===== src/rtl/npu_add_tree_top.sv =====
// npu_add_tree_top: 8-lane int8 dot product through a 3-level adder tree with a registered 19-bit result.
// Defining NPU_ADD_TREE_PIPE_EN adds a product register stage, making the latency 2 clocks.
module npu_add_tree_top (
  input  logic        clk,
  input  logic        rst,
  input  logic [63:0] add_tree_data,
  input  logic [63:0] add_tree_para,
  input  logic        is_signed_data,
  output logic [18:0] add_result
);
  logic [7:0][16:0] prod_d;
  logic [7:0][16:0] prod;
  logic [3:0][17:0] sum1;
  logic [1:0][18:0] sum2;
  logic [18:0]      add_result_d;
  logic [18:0]      add_result_q;
  for (genvar i = 0; i < 8; i++) begin : g_mul
    logic signed [16:0] d_x;
    logic signed [16:0] w_x;
    assign d_x = {{9{is_signed_data & add_tree_data[8*i+7]}}, add_tree_data[8*i +: 8]};
    assign w_x = {{9{add_tree_para[8*i+7]}}, add_tree_para[8*i +: 8]};
    assign prod_d[i] = d_x * w_x;
  end
`ifdef NPU_ADD_TREE_PIPE_EN
  logic [7:0][16:0] prod_q;
  always_ff @(posedge clk) prod_q <= rst ? '0 : prod_d;
  assign prod = prod_q;
`else
  assign prod = prod_d;
`endif
  // The final add keeps only 19 bits: the full sum never leaves that range.
  always_comb begin
    for (int j = 0; j < 4; j++)
      sum1[j] = {prod[2*j][16], prod[2*j]} + {prod[2*j+1][16], prod[2*j+1]};
    for (int j = 0; j < 2; j++)
      sum2[j] = {sum1[2*j][17], sum1[2*j]} + {sum1[2*j+1][17], sum1[2*j+1]};
    add_result_d = sum2[0] + sum2[1];
  end
  always_ff @(posedge clk) add_result_q <= rst ? '0 : add_result_d;
  assign add_result = add_result_q;
endmodule


===== config.mk =====
export PLATFORM = sky130hd
export DESIGN_NAME = npu_add_tree_top
export DESIGN_NICKNAME = d
export VERILOG_FILES = /design/src/rtl/npu_add_tree_top.sv
export SDC_FILE = /design/constraint.sdc
export NUM_CORES = 2
export LEC_CHECK = 0
export ABC_CLOCK_PERIOD_IN_PS = 10350
export BUFFER_PORTS_ARGS = -buffer_cell sky130_fd_sc_hd__buf_2
export CAP_MARGIN = 20
export CORE_ASPECT_RATIO = 1.25
export CORE_MARGIN = 2
export CORE_UTILIZATION = 47
export DETAILED_ROUTE_END_ITERATION = 8
export GPL_TIMING_DRIVEN = 0
export PLACE_DENSITY = 0.6
export SYNTH_ARGS = -nofsm -noshare
export SYNTH_HDL_FRONTEND = slang
export SYNTH_SLANG_ARGS = --single-unit

===== constraint.sdc =====
create_clock -name clk -period 10.35 [get_ports clk]
set_input_delay 0.5175 -clock clk [delete_from_list [all_inputs] [get_ports clk]]
set_output_delay 0.5175 -clock clk [all_outputs]
set_load 0.01 [all_outputs]

==> impl_metrics.toml <==
[place]
dpl-instance-area_mm2 = 0.02605
dp_slack_ns = 0.05271
placed_cells = 3298
hpwl_mm = 58.42
io_buffer_count = 135
gp_congestion = 0.8923

[sta]
hold_viol_final = 0
rsz0062_at_grt = "no"
maxSlewViolCount = 0
fmax_mhz = 99.87
setup_ws_ns = 0.3369
slew_headroom_pct = 33.12
finalCritPeriodShare_pct = 96.74
fin_crit_ns = 10.01
final-setup-viol-count = 0
worstMarginPinSlew_ns = 1.003
fin_setup_tns_ns = 0

[logic_synthesis]
synth_cell_types = 33
syn_area_per_cell_um2 = 9.826
ys_warn_count = 0
syn_inst = 2498
syn_nets = 3545
ys_ff_latch = 19
synth_edf_count = 0
seq_area_frac_synth_pct = 1.550
synthFlopType = "dfxtp_1"
synthArstFlopShare_pct = 0
netlist_area_mm2 = 0.02454

[global_routing]
grt_usage_pct = 23.88
antenna_found_initial = 3
gr-usage-met2_pct = 46.32
top_usage_layer = "met2"
grt_pass1_vias = 19280
use_met3_pct = 1.972
grt_overflow = 0
met1_usage_pct = 28.78
grt_pass1_wl_mm = 99.59
grt_max_degree = 13

[worst_hold_path]
hp-class = "input pin to flop"
min_to = "add_result[17]$_SDFF_PP0_"
hold_path_depth = 3
min_from = "rst"

[clock_network]
cts_buffer_depth = 2
post_cts_buffers = 0
cts_tree = "done"
clockRootBuffer = "clkbuf_16"
cts_inserted_buffers = 3
clock-sinks = 19
cts_hold_buffers = 0
post_cts_resized = 0
clk_pin_slew_ns = 0.06
cts_max_level = 1

[die]
die_w_um = 208.4
die_h_um = 259.5
io_pins = 150
coreArea_mm2 = 0.05155
die-area_mm2 = 0.05408
start_util_pct = 47.62
num_rows = 93

[layout]
drive_above_1_share_pct = 5.309
final_area_mm2 = 0.02614
largest_reg_flops = 19
area_growth_pct = 6.510
instances_no_fill = 3305
fin_nets = 3685

[setup_path]
crit_chain = "buf_2 > clkbuf_1 > clkbuf_1 > nand3_1 > fa_1 > fa_1 > inv_1 > fa_1 > inv_1 > fa_1 > fa_1 > fa_1 > fa_1 > fa_1 > fa_1 > fa_1 > xnor2_1 > xnor2_1 > xnor2_1 > xnor3_1 > xnor2_1 > xnor2_1 > nor2_1"
endpoint_kind = "flop"
crit_arrival_ns = 10.14
slowest_stage = "clkbuf_1"
worstSetupStartpointType = "input pin"
slowest_delay_ns = 0.81
cpMostUsedCell = "fa_1"
cp.required_ns = 10.48
crit_type = "input pin to flop"
critical_path.max_fanout = 10

[detailed_routing]
drc = 0
viasPerCell = 4.909
antenna_left = 0
via_count = 16224
drtIter0Drc = 466
wire_per_inst_um = 18.39
firstDrtPassIters = 5
wirelength_mm = 60.76

[job]
maxCapViolations = 0

[run_status]
status = "finished, final reports clean"
-- critical path, delay by kind of cell --
family / cells / cell delay [ns]
adder cells (fa/ha/maj): 10 / 5.38
AND/OR/NAND/NOR: 2 / 0.45
XOR/XNOR: 6 / 1.94
buffers and inverters: 5 / 1.80
-- routing by layer --
metal	vias to the layer above	wire [um]
met5	-	21
met4	4	1484
met3	117	2008
met2	332	33450
met1	8591	23800
li1	7180	-
-- Yosys cell counts (2+ instances only) --
cell type	instances	area share [%]
ha_1	178	9.1
o21ai_0	5	0.10
o21ai_1	3	0.061
and3_1	22	0.56
nand2_1	194	3.0
and2_0	2	0.051
o31ai_1	3	0.092
nand3_1	11	0.22
a21oi_1	13	0.27
nor2b_1	27	0.69
a21o_1	3	0.092
nor2_1	36	0.55
nand2b_1	36	0.92
xnor2_1	33	1.2
dfxtp_1	19	1.5
clkbuf_1	28	0.43
inv_1	833	13
fa_1	738	60
and2_1	289	7.4
xor2_1	12	0.43
-- layout by cell type, fill, tap and decap left out, drive strengths merged --
cell      instances
xnor3             1
o22ai             1
nand2           194
o21ai             8
xnor2            33
a211oi            2
clkbuf           31
a21oi            13
nor2             36
dfxtp            19
o31ai             3
nand2b           36
mux2              1
inv             833
a21o              3
and2            291
and3             22
diode             3
a2111o            1
clkinvlp          1
a21boi            1
nor4              1
ha              178
a2111oi           1
nor3              1
nor2b            27
or3               1
nand3            11
o21bai            1
xor2             12
clkinv            1
buf             135
fa              738
-- cell type report --
| cell class | count | area, um2 |
|---|---|---|
| multi-input cells | 1617 | 20930 |
| flip-flops and latches | 19 | 380.4 |
| clock inverters | 1 | 7.507 |
| fillers | 4915 | 25410 |
| inverters | 834 | 3131 |
| well taps | 665 | 832.0 |
| repair buffers | 135 | 675.6 |
| plain buffers | 28 | 105.1 |
| diodes | 3 | 7.507 |
| clock buffers | 3 | 75.07 |
-- per-stage QoR --
| step | utilization, % | hold WS (ns) |
|---|---|---|
| 2_1_floorplan | - | 0.7342 |
| 3_3_place_gp | 50.54 | 0.8951 |
| 3_5_place_dp | 50.54 | 0.9119 |
| 4_1_cts | 50.70 | 0.6542 |
| 5_1_grt | 50.71 | 0.6631 |
| 6_report | 50.71 | 0.6489 |
-- worst max-delay path by stage --
stage	from	to	cells past startpoint
after CTS	is_signed_data	add_result[18]$_SDFF_PP0_	23
after global placement	is_signed_data	add_result[18]$_SDFF_PP0_	23
after detailed placement	is_signed_data	add_result[18]$_SDFF_PP0_	23
final	is_signed_data	add_result[18]$_SDFF_PP0_	23
after floorplan	is_signed_data	add_result[16]$_SDFF_PP0_	26
after global routing	is_signed_data	add_result[16]$_SDFF_PP0_	27
-- cell families after synthesis --
family | count (synthesis) | synth area share (%)
buffers and inverters | 862 | 13.18
flip-flops | 19 | 1.550
XOR/XNOR | 46 | 1.698
adder cells (fa/ha/maj) | 916 | 69.27
AO/OA/AOI/OAI | 34 | 0.8615
AND/OR/NAND/NOR | 620 | 13.40
multiplexers | 1 | 0.04588
Power is left out: the tool's default activity adds up to more than one toggle a clock period on the data nets, which glitch-free logic cannot reach.
